$ cat src/rtl/intc.sv
// rtl/intc.sv - memory-mapped interrupt controller with edge capture and a held int/int_ack handshake
// Ports carry i_/o_ prefixes; this also keeps the int request clear of the SystemVerilog keyword.
module intc #(
  parameter int NSRC = 8
) (
  input  logic            i_clk,
  input  logic            i_rst,
  input  logic            i_de,
  input  logic            i_drw,
  input  logic [31:0]     i_daddr,
  input  logic [31:0]     i_din,
  output logic [31:0]     o_dout,
  input  logic [NSRC-1:0] i_irq,
  output logic            o_int,
  input  logic            i_int_ack
);

  typedef enum logic [1:0] {
    S_IDLE  = 2'd0,
    S_ARMED = 2'd1,
    S_BUSY  = 2'd2
  } state_t;

  state_t            r_state;
  state_t            w_state_nxt;
  logic              r_int;
  logic              r_gie;
  logic [NSRC-1:0]   r_en;
  logic [NSRC-1:0]   r_pend;
  logic [NSRC-1:0]   r_irq_prev;

  logic              w_wr_mask;
  logic              w_wr_stat;
  logic [NSRC-1:0]   w_rise;
  logic [NSRC-1:0]   w_w1c;
  logic              w_req;
  logic              w_gie_hw_clr;
  logic [31:0]       w_mask_rd;
  logic [31:0]       w_stat_rd;
  logic              w_unused;

  assign w_wr_mask = i_de & i_drw & ~i_daddr[2];
  assign w_wr_stat = i_de & i_drw &  i_daddr[2];
  assign w_rise    = i_irq & ~r_irq_prev;
  assign w_w1c     = w_wr_stat ? i_din[NSRC:1] : '0;
  assign w_req     = r_gie & (|(r_pend & r_en));
  assign o_int     = r_int;
  assign w_unused  = ^{i_daddr[31:3], i_daddr[1:0], i_din};

  // Once ARMED, int is held independent of req so the CPU never sees it vanish.
  always_comb begin
    w_state_nxt  = r_state;
    w_gie_hw_clr = 1'b0;
    case (r_state)
      S_IDLE:  if (w_req) w_state_nxt = S_ARMED;
      S_ARMED: if (i_int_ack) begin
        w_state_nxt  = S_BUSY;
        w_gie_hw_clr = 1'b1;
      end
      S_BUSY:  if (!i_int_ack) w_state_nxt = S_IDLE;
      default: w_state_nxt = S_IDLE;
    endcase
  end

  always_ff @(posedge i_clk) begin
    if (i_rst) begin
      r_state <= S_IDLE;
      r_int   <= 1'b0;
    end else begin
      r_state <= w_state_nxt;
      r_int   <= (w_state_nxt == S_ARMED);
    end
  end

  // A rising edge wins over a same-cycle W1C of the same pending bit.
  always_ff @(posedge i_clk) begin
    if (i_rst) begin
      r_irq_prev <= '0;
      r_pend     <= '0;
      r_en       <= '0;
      r_gie      <= 1'b0;
    end else begin
      r_irq_prev <= i_irq;
      r_pend     <= (r_pend & ~w_w1c) | w_rise;
      if (w_wr_mask) r_en <= i_din[NSRC:1];
      if (w_gie_hw_clr)
        r_gie <= 1'b0;
      else if (w_wr_mask && (r_state != S_BUSY))
        r_gie <= i_din[0];
    end
  end

  always_comb begin
    w_mask_rd         = '0;
    w_mask_rd[0]      = r_gie;
    w_mask_rd[NSRC:1] = r_en;
    w_stat_rd         = '0;
    w_stat_rd[0]      = 1'b1;
    w_stat_rd[NSRC:1] = r_pend;
    o_dout            = i_daddr[2] ? w_stat_rd : w_mask_rd;
  end

endmodule

$ cat config.mk
export PLATFORM = sky130hd
export DESIGN_NAME = intc
export DESIGN_NICKNAME = d
export VERILOG_FILES = /design/src/rtl/intc.sv
export SDC_FILE = /design/constraint.sdc
export NUM_CORES = 1
export LEC_CHECK = 0
export ABC_AREA = 1
export CAP_MARGIN = 15
export CORE_MARGIN = 3
export CORE_UTILIZATION = 55
export CTS_BUF_LIST = sky130_fd_sc_hd__clkbuf_2 sky130_fd_sc_hd__clkbuf_4 sky130_fd_sc_hd__clkbuf_8
export DETAILED_ROUTE_END_ITERATION = 6
export DONT_BUFFER_PORTS = 1
export PLACE_DENSITY_LB_ADDON = 0.2
export SLEW_MARGIN = 20
export SYNTH_ARGS = -nofsm -noshare
export SYNTH_HDL_FRONTEND = slang
export SYNTH_SLANG_ARGS = --single-unit
$ cat constraint.sdc
create_clock -name i_clk -period 1.74 [get_ports i_clk]
set_clock_uncertainty 0.05 [all_clocks]
set_input_delay 0.435 -clock i_clk [delete_from_list [all_inputs] [get_ports i_clk]]
set_output_delay 0.435 -clock i_clk [all_outputs]
set_load 0.01 [all_outputs]
After elaboration in Yosys (flattened, before gate mapping) --
Cells that the tools add are included.
Word-level totals: output and inout port bits 33, bits in registers 28, logic and storage cells 33, input bits 77
Operators by class: reductions and logical operators 4, muxes and demuxes 8, equality and inequality tests 4, bitwise gates (word level) 11
Operators by type and width (number):
- bitwise AND 8 bit | 3
- inverter 8 bit | 2
- two-way mux 9 bit | 1
- two-way mux 8 bit | 1
- OR 8 bit | 1
- OR reduction 8 bit | 1
- two-way mux 2 bit | 3
- one-hot mux 2 bit (3 select lines) | 1
- bitwise AND 1 bit | 4
- equality test 2 x 1 -> 1 bit (second input constant) | 2
- equality test 2 bit (second input constant) | 1
- logical NOT 2 bit | 1
- two-way mux 1 bit | 2
- inequality test 2 bit (second input constant) | 1
- OR reduction 2 bit | 1
- logical AND 1 bit | 1
- inverter 1 bit | 1

Logic depth before layout (Yosys ltp) --
Gate-level depths: netlist of the first run.
word-level depth 6, depth in mapped cells 6, mapped depth without buffers 6

Worst setup path after synthesis of the first run --
OpenSTA, ideal clock, no wires.
kind input to output, from input port i_daddr[2], to output port o_dout[1], arrival time 0.749 ns, slack 0.506 ns, cell stages on the path 3, path through clkinv_1 > nand2_1 > nand2_1
Between the ends: word-level cells in the longest chain between the ends 1
RTL lines:
- from (decl) | line 10 | input logic [31:0] i_daddr,
- two-way mux 9 bit | line 100 | o_dout = i_daddr[2] ? w_stat_rd : w_mask_rd;
- to (decl) | line 12 | output logic [31:0] o_dout,
No other way between the ends.

Worst setup path after layout of the first run --
from input port i_daddr[2], to output port o_dout[2]
Same word-level chain as after synthesis.

==> metrics.md, run 1 <==
| Metric | Value |
|---|---|
| Status | finished clean |
| CTS H-tree depth | 1 |
| Layout cells sized above 1 | 0.0391 |
| Cell Rows | 17 |
| Crit path launch type | primary input |
| Sink Count | 28 |
| Worst-path clk slew | 0.14 ns |
| Min Tclk post-route | around 1.4 ns |
| Mapped cell area | 1330 um^2 |
| Delay-heaviest family, CP | simple AND/OR/NAND/NOR gates |
| Synth top area cells | dfxtp_1, buf_4, nand2_1 |
| Final hold vios | 0 |
| Post-synthesis sequential area ratio | 0.423 |
| Initial antenna violation count | 0 |
| CTS Buffer Depth | 2 |
| Critical path class | primary input to primary output |
| Core Area | around 2300 um^2 |
| Clock Latency Late Sink | 0.32 ns |
| Fin. max-slew vios | 0 |
| Worst path required time | between 1 and 1.5 ns |
| Drt initial violations | 24 |
| Final GP Congestion | approximately 0.73 |
| Layout area overhead | -4.06% |
| Num CTS Buffers | 3 |
| CTS Hold Bufs | 0 |
| Pleak | ~0.64 nW |
| Drt pass-1 iters | 4 |
| Final nets | 257 |
| Worst setup path startpoint | i_daddr[2] |
| Synthesis-stage register bit count | 28 |
| Leading cell types by count after synthesis | nand2_1, dfxtp_1, buf_4, inv_1, nor2_1 |
| DRT Wirelength | ~2.4 mm |
| Setup TNS | 0 ns |
| Initial Utilization | 0.588 |
| Min-Delay Startpoint | i_rst |
| Clock Root Buffer | clkbuf_4 |
| TritonCTS clock tree | built |
| Die height | around 55 um |
| Synth top area share | 0.423 |
| Power Density | between 800 and 900 nW/um^2 |
| First-pass GRT wire length | roughly 3.7 mm |
| Routed vias | 1,033 |
| Remaining antenna violation count | 0 |
| Syn Area/Cell | roughly 7.4 um^2 |
| Post-Place Cell Area | about 1200 um^2 |
| Cell area after layout | approximately 1300 um^2 |
| Setup crit end kind | primary output |
| RR Startpoint | r_state[1] |
| Final HPWL DP | ~1.8 mm |
| Setup Fix Bufs, Post-CTS | 0 |
| Synth Warn # | 0 |
| Die area | roughly 3000 um^2 |
| Most common cell in the netlist | nand2_1 |
| Final setup vio count | 0 |
| Highest Clock Rate | approximately 720 MHz |
| Io pins | 110 |
| Cts repair resizes | 0 |
| Critical Path AT | about 0.9 ns |
| CP max stage delay | 0.22 ns |
| Final Cycle Share | 0.794 |
| Vias in the first global route | between 900 and 1,000 |
| Ant diodes | 0 |
| Die X | 55.1 um |
| Synth unique cells | 19 |
| Hold Crit Class | primary input to register |
| Drt drc | 0 |
| Top FF cell, synth | dfxtp_1 |
| Via density | about 5 |
| Max cap viols | 0 |
| Port Buffers | 0 |
| CP max FO | 14 |
| Cells along the critical path | clkinv_1, nand2_1, nand2_1 |
| WP buf/inv | 1 |
| CP max-delay cell | clkinv_1 |
| Syn Inst Count | 180 |
| Unrepaired setup endpoints after global routing | no |
| Total GRT Usage | 0.171 |
| Filler Cell Count | 226 |
| Drt wl/cell | 11.5 um |
| Total grt overflow | 0 |
| IR drop worst, VDD | roughly 0.77 mV |
| Largest net degree at the start of global routing | 17 |
| Leading area contributor after synthesis | dfxtp_1 |
| Synth async-reset ratio | 0 |
| CP dominant cell by count | nand2_1 |
| EDFF count, synth | 0 |
-- final timing paths --
check,end,slack [ns],cells past startpoint
max reg2reg,r_gie,0.81,4
min reg2reg,r_pend[1],0.38,1
max,o_dout[2],0.36,3
min,o_int,0.11,1
-- layout make-up --
type	instances	area, um^2	share of cell area
clock buffer	4	36.3	0.0285
inverter	19	71.3	0.0561
multi-input combinational	128	568	0.447
sequential	28	561	0.441
tap	28	35.0	0.0276
-- cells in the final DEF, fill, tap and decap left out, types with 2 or more instances in the layout --
cell	count
o22ai_1	5
nand2_1	48
o21ai_0	13
nand3b_1	2
nor2_1	17
nand3_1	4
a21oi_1	11
clkbuf_4	3
conb_1	23
dfxtp_1	28
inv_1	18
-- registers in the layout (all words and copies together) (netlist names) --
register / count
o_int: 1
r_irq_prev: 8
r_pend: 8
r_gie: 1
r_state: 2
r_en: 8
-- report_power, final --
part           leakage, nW  switching (W)  internal [W]
Clock               0.0210       0.000177      0.000128
Combinational        0.389      0.0000884     0.0000354
Sequential           0.231      0.0000218      0.000679
-- per-layer routing --
layer  wire [um]  global-route usage
met4          18              0.0729
met3         274              0.0536
met2        1100               0.274
met1         994               0.210
met5           0                   0
-- per-stage QoR --
step | cells | total power (W) | setup slack [ns] | hold WS (ns) | utilization
floorplan | 202 | 0.000864 | 0.506 | 0.358 | -
global placement | 203 | 0.000834 | 0.359 | 0.361 | 0.548
detailed placement | 203 | 0.000839 | 0.356 | 0.366 | 0.548
CTS | 207 | 0.00114 | 0.356 | 0.0936 | 0.564
global route | 207 | 0.00119 | 0.296 | 0.0828 | 0.564
finish | 207 | 0.00113 | 0.359 | 0.111 | 0.564
-- cell families after synthesis --
logic type | synth area share
other | 0.00283
flip-flops | 0.423
AND/OR/NAND/NOR | 0.223
buffers and inverters | 0.211
AO/OA/AOI/OAI | 0.141
Note: power is estimated with default switching activity, not from simulation.
==> run 2, diff against run 1 <==
==> constraint.sdc (replaced) <==
create_clock -name i_clk -period 1.4 [get_ports i_clk]
set_clock_uncertainty 0.05 [all_clocks]
set_input_delay 0.35 -clock i_clk [delete_from_list [all_inputs] [get_ports i_clk]]
set_output_delay 0.35 -clock i_clk [all_outputs]
set_load 0.01 [all_outputs]
==> metrics.md, run 2 (synthesis results as in run 1) <==
| Metric | Value |
|---|---|
| Clk pwr share | 0.270 (about the same) |
| CP max FO | 3 (was 14) |
| Clock Latency Late Sink | 0.32 ns (about the same) |
| Commonest cells after routing, fill and taps aside | nand2_1, dfxtp_1, conb_1 (unchanged) |
| Remaining antenna violation count | 0 (unchanged) |
| Initial Utilization | 0.588 (unchanged) |
| Crit path launch type | register (was primary input) |
| Int Power | 0.00105 W (was 0.000842 W) |
| Fin. max-slew vios | 0 (unchanged) |
| Total GRT Usage | 0.168 (was 0.171) |
| Commonest non-fill, non-tap cell in the layout | nand2_1 (unchanged) |
| Via density | 4.96 (was 4.99) |
| Port Buffers | 0 (unchanged) |
| Drt pass-1 iters | 4 (unchanged) |
| Largest net degree at the start of global routing | 16 (was 17) |
| Drt initial violations | 32 (was 24) |
| Clock Root Buffer | clkbuf_4 (unchanged) |
| Layout cells sized above 1 | 0.0442 (was 0.0391) |
| Die height | 55.1 um (unchanged) |
| Initial antenna violation count | 0 (unchanged) |
| Layout area overhead | -2.74% (was -4.06%) |
| CTS Buffer Depth | 2 (unchanged) |
| Core Area | 2250 um^2 (unchanged) |
| IR drop worst, VDD | 0.791 mV (was 0.770 mV) |
| Worst-path clk slew | 0.14 ns (about the same) |
| Final GP Congestion | 0.750 (was 0.731) |
| Final setup vio count | 0 (unchanged) |
| Final hold vios | 0 (unchanged) |
| Final nets | 259 (was 257) |
| Power Density | 1100 nW/um^2 (was 888 nW/um^2) |
| Sink Count | 28 (unchanged) |
| Sequential Power Share | 0.616 (was 0.621) |
| Setup Fix Bufs, Post-CTS | 0 (unchanged) |
| Final std cells w/o fill | 209 (was 207) |
| Total grt overflow | 0 (unchanged) |
| Routed vias | 1,036 (was 1,033) |
| Pleak | 0.650 nW (was 0.641 nW) |
| DRT Wirelength | 2.40 mm (was 2.39 mm) |
| Drt drc | 0 (unchanged) |
| Post-Place Cell Area | 1240 um^2 (was 1230 um^2) |
| TritonCTS clock tree | built (unchanged) |
| First-pass GRT wire length | 3.63 mm (was 3.71 mm) |
| Die area | 3030 um^2 (unchanged) |
| Sw power | 0.000363 W (was 0.000287 W) |
| Ant diodes | 0 (unchanged) |
| Placed insts | 204 (was 203) |
| Drt wl/cell | 11.5 um (about the same) |
| Final Cycle Share | 0.911 |
| Max cap viols | 0 (unchanged) |
| Unrepaired setup endpoints after global routing | no (unchanged) |
| Hold Crit Class | primary input to register (unchanged) |
| Switch share | 0.257 (was 0.254) |
| Status | finished clean (unchanged) |
| Min Tclk post-route | about 1.3 ns |
| Highest Clock Rate | approximately 780 MHz |
| Critical path class | register to primary output (was primary input to primary output) |
| Cell Rows | 17 (unchanged) |
| Vias in the first global route | 902 (was 912) |
| Setup TNS | 0 ns (unchanged) |
| Io pins | 110 (unchanged) |
| Final HPWL DP | 1.78 mm (was 1.82 mm) |
| Critical Path AT | 0.88 ns (was 0.90 ns) |
| CTS H-tree depth | 1 (unchanged) |
| Setup crit end kind | primary output (unchanged) |
| Regs by FF count | r_en: 8 flops, r_irq_prev: 8 flops, r_pend: 8 flops (unchanged) |
| Worst path required time | 1.00 ns (was 1.25 ns) |
| Num CTS Buffers | 3 (unchanged) |
| Cell area after layout | 1290 um^2 (was 1270 um^2) |
| Logic pwr share | 0.114 (was 0.110) |
| Die X | 55.1 um (unchanged) |
-- run 2: changes by cell type in the layout (fill, tap and decap cells not counted), sizes merged --
| cell | change |
|---|---|
| dlygate4sd3 | +1 |
| buf | +1 |
-- run 2: timing repair --
action,CTS,global route
hold buffers,0,1
hold endpoints to repair,0,8
resized for setup,0,0
-- run 2: worst paths after layout --
kind,start,to,slack (ns),cells past startpoint
min reg2reg,r_irq_prev[3],r_pend[3],0.38,1
max reg2reg,r_state[1],r_gie,0.45,4
min,i_rst,r_pend[4],0.03,1
max,r_pend[1],o_dout[2],0.12,2
-- run 2: per-layer routing --
layer / global-route usage / vias up / share of wire
met1: 0.209 / 454 / 0.43
met2: 0.264 / 56 / 0.44
met5: 0 / - / 0
met4: 0.0769 / 0 / 0.0096
met3: 0.0536 / 4 / 0.12
li1: - / 522 / -
-- run 2: cell type report --
cell class / count / area [um^2]
well taps: 28 / 35.0
multi-input cells: 128 / 568
clock buffers: 4 / 36.3
flip-flops and latches: 28 / 561
repair buffers: 2 / 17.5
fillers: 230 / 966
inverters: 19 / 71.3
-- run 2: power groups by stage --
stage / sequential [W] / combinational (W) / clock, W
finish: 0.000871 / 0.000161 / 0.000381
global route: 0.000877 / 0.000188 / 0.000431
CTS: 0.000871 / 0.000156 / 0.000400
detailed placement: 0.000889 / 0.000155 / 0
global placement: 0.000887 / 0.000151 / 0
floorplan: 0.000881 / 0.000193 / 0
-- run 2: through the flow --
step                      power, W  utilization  worst slack (ns)  hold slack (ns)
after floorplan            0.00107            -             0.336            0.358
after global placement     0.00104        0.551             0.181            0.362
after detailed placement   0.00104        0.551             0.179            0.367
after CTS                  0.00143        0.567             0.106          0.00993
after global routing       0.00150        0.572            0.0454        -0.000121
final                      0.00141        0.572             0.124           0.0282
-- run 2: worst max-delay path, stage by stage, from the launching register on --
cell,delay [ns]
dfxtp_1,0.38
nand2_1,0.06
nand2_1,0.13
==> run 3, diff against run 2 <==
--- a/config.mk
+++ b/config.mk
@@ -12,6 +12,7 @@
 export CTS_BUF_LIST = sky130_fd_sc_hd__clkbuf_2 sky130_fd_sc_hd__clkbuf_4 sky130_fd_sc_hd__clkbuf_8
 export DETAILED_ROUTE_END_ITERATION = 6
 export DONT_BUFFER_PORTS = 1
+export GPL_TIMING_DRIVEN = 0
 export PLACE_DENSITY_LB_ADDON = 0.2
 export SLEW_MARGIN = 20
 export SYNTH_ARGS = -nofsm -noshare
==> constraint.sdc (replaced) <==
create_clock -name i_clk -period 1.2 [get_ports i_clk]
set_clock_uncertainty 0.05 [all_clocks]
set_input_delay 0.3 -clock i_clk [delete_from_list [all_inputs] [get_ports i_clk]]
set_output_delay 0.3 -clock i_clk [all_outputs]
set_load 0.01 [all_outputs]
==> metrics.md, run 3 (synthesis results as in run 1) <==
| Metric | Value |
|---|---|
| Final std cells w/o fill | 246 (was 209) |
| Cell Rows | 17 (unchanged) |
| Die height | 55.1 um (unchanged) |
| Commonest non-fill, non-tap cell in the layout | nand2_1 (unchanged) |
| Highest Clock Rate | just over 800 MHz |
| DRT Wirelength | 2.97 mm (was 2.40 mm) |
| Clk pwr share | 0.316 (was 0.270) |
| CP dominant cell by count | nand2_2 (was nand2_1) |
| Final GP Congestion | 0.791 (was 0.750) |
| Max cap viols | 0 (unchanged) |
| Sink Count | 28 (unchanged) |
| Critical Path AT | 0.87 ns (was 0.88 ns) |
| Final hold vios | 0 (unchanged) |
| Final worst slack | -0.0178 ns (was 0.124 ns) |
| Total grt overflow | 0 (unchanged) |
| Core Area | 2250 um^2 (unchanged) |
| Crit path launch type | register (unchanged) |
| Final Cycle Share | 1.01 |
| Clock Root Buffer | clkbuf_4 (unchanged) |
| Critical path class | register to primary output (unchanged) |
| Dpl ws | 0.0763 ns (was 0.179 ns) |
| Port Buffers | 0 (unchanged) |
| TritonCTS clock tree | built (unchanged) |
| Worst path required time | 0.85 ns (was 1.00 ns) |
| Setup crit end kind | primary output (unchanged) |
| Switch share | 0.247 (was 0.257) |
| Int Power | 0.00147 W (was 0.00105 W) |
| Ant diodes | 0 (unchanged) |
| Initial Utilization | 0.588 (unchanged) |
| Io pins | 110 (unchanged) |
| Cells along the critical path | nand2_2, nand2_2 (was nand2_1, nand2_1) |
| Die X | 55.1 um (unchanged) |
| Num CTS Buffers | 3 (unchanged) |
| Hold Crit Class | primary input to register (unchanged) |
| Sw power | 0.000484 W (was 0.000363 W) |
| Status | finished, violations left (was finished clean) |
| Failing checks | setup timing |
| Min Tclk post-route | between 1 and 1.5 ns |
| Power Density | 1200 nW/um^2 (was 1100 nW/um^2) |
| CTS H-tree depth | 1 (unchanged) |
| Final setup vio count | 2 (was 0) |
| Regs by FF count | r_en: 8 flops, r_irq_prev: 8 flops, r_pend: 8 flops (unchanged) |
| Largest net degree at the start of global routing | 17 (was 16) |
| Drt wl/cell | 12.1 um (was 11.5 um) |
| Sequential Power Share | 0.522 (was 0.616) |
| Delay-heaviest family, CP | flip-flops (unchanged) |
| Die area | 3030 um^2 (unchanged) |
| Logic pwr share | 0.162 (was 0.114) |
| Total GRT Usage | 0.204 (was 0.168) |
| Via density | 4.82 (was 4.96) |
| Vias in the first global route | 1,112 (was 902) |
| CP max-delay cell | dfxtp_2 (was dfxtp_1) |
| Drt drc | 0 (unchanged) |
| CP max FO | 3 (unchanged) |
| Placed insts | 230 (was 204) |
| WP buf/inv | 0 (unchanged) |
| Final nets | 296 (was 259) |
| Unrepaired setup endpoints after global routing | yes (was no) |
| Remaining antenna violation count | 0 (unchanged) |
| IR drop worst, VDD | 1.30 mV (was 0.791 mV) |
| Routed vias | 1,186 (was 1,036) |
| Fin. max-slew vios | 0 (unchanged) |
| Initial antenna violation count | 0 (unchanged) |
| Filler Cell Count | 199 (was 230) |
| Commonest cells after routing, fill and taps aside | nand2_1, buf_4, conb_1 (was nand2_1, dfxtp_1, conb_1) |
| Layout cells sized above 1 | 0.330 (was 0.0442) |
| CP max stage delay | 0.38 ns (about the same) |
| CTS Buffer Depth | 2 (unchanged) |
| Pleak | 0.860 nW (was 0.650 nW) |
| First-pass GRT wire length | 4.42 mm (was 3.63 mm) |
| Worst-path clk slew | 0.15 ns (was 0.14 ns) |
| Drt pass-1 iters | 4 (unchanged) |
| Clock Latency Late Sink | 0.33 ns (was 0.32 ns) |
| Layout area overhead | 23.3% (was -2.74%) |
| Final HPWL DP | 2.06 mm (was 1.78 mm) |
| Drt initial violations | 25 (was 32) |
-- run 3: cell count changes in the layout (fill, tap and decap cells not counted), moves of 2 or more --
cell / before / now
buf_6: 0 / 2
dfxtp_2: 0 / 17
dfxtp_1: 28 / 11
buf_4: 1 / 35
nand2_1: 48 / 38
nand2_2: 0 / 10
-- run 3: area by class of cell --
class / instances / area (um^2) / area share
timing repair buffer: 12 / 92.6 / 0.0567
inverter: 19 / 71.3 / 0.0436
buffer: 27 / 208 / 0.127
clock inverter: 1 / 30.0 / 0.0184
tap: 28 / 35.0 / 0.0214
sequential: 28 / 582 / 0.356
clock buffer: 3 / 22.5 / 0.0138
multi-input combinational: 128 / 593 / 0.363
-- run 3: metrics by stage --
stage | instance area (um^2) | power (W) | TNS (ns) | util | hold WS (ns)
6_report | 1630 | 0.00196 | -0.0215 | 0.725 | 0.0248
5_1_grt | 1630 | 0.00204 | -0.441 | 0.725 | 0.0228
2_1_floorplan | 1410 | 0.00125 | 0 | - | 0.355
3_3_place_gp | 1440 | 0.00129 | 0 | 0.640 | 0.357
4_1_cts | 1620 | 0.00195 | -0.000892 | 0.719 | 0.0193
3_5_place_dp | 1440 | 0.00129 | 0 | 0.640 | 0.361
-- run 3: final timing paths --
check,from,end,slack [ns],cells past startpoint
hold / removal,i_irq[4],r_irq_prev[4],0.02,2
setup / recovery,r_en[1],o_dout[2],-0.02,2
hold reg to reg,r_irq_prev[1],r_pend[1],0.39,1
setup reg to reg,r_pend[4],o_int,0.14,7
-- run 3: what timing repair did --
item	4_1_cts	5_1_grt
hold buffers	1	0
pin swaps	0	3
endpoints found under the setup margin	9	9
hold endpoints to repair	4	0
resized for setup	25	2
buffers inserted	10	1
-- run 3: power by group through the flow --
stage / combinational, W / clock (W) / sequential, W
3_3_place_gp: 0.000251 / 0 / 0.00103
3_5_place_dp: 0.000256 / 0 / 0.00104
4_1_cts: 0.000305 / 0.000623 / 0.00102
2_1_floorplan: 0.000225 / 0 / 0.00103
6_report: 0.000317 / 0.000619 / 0.00102
5_1_grt: 0.000355 / 0.000662 / 0.00103
-- run 3: layer usage --
layer  global-route usage  up-vias  share of wire  wire (um)
li1                     -      593              -          -
met1                0.225      526           0.38       1120
met2                0.370       62           0.49       1450
met3               0.0483        5           0.12        361
met4               0.0891        0          0.013         40
met5                    0        -              0          0
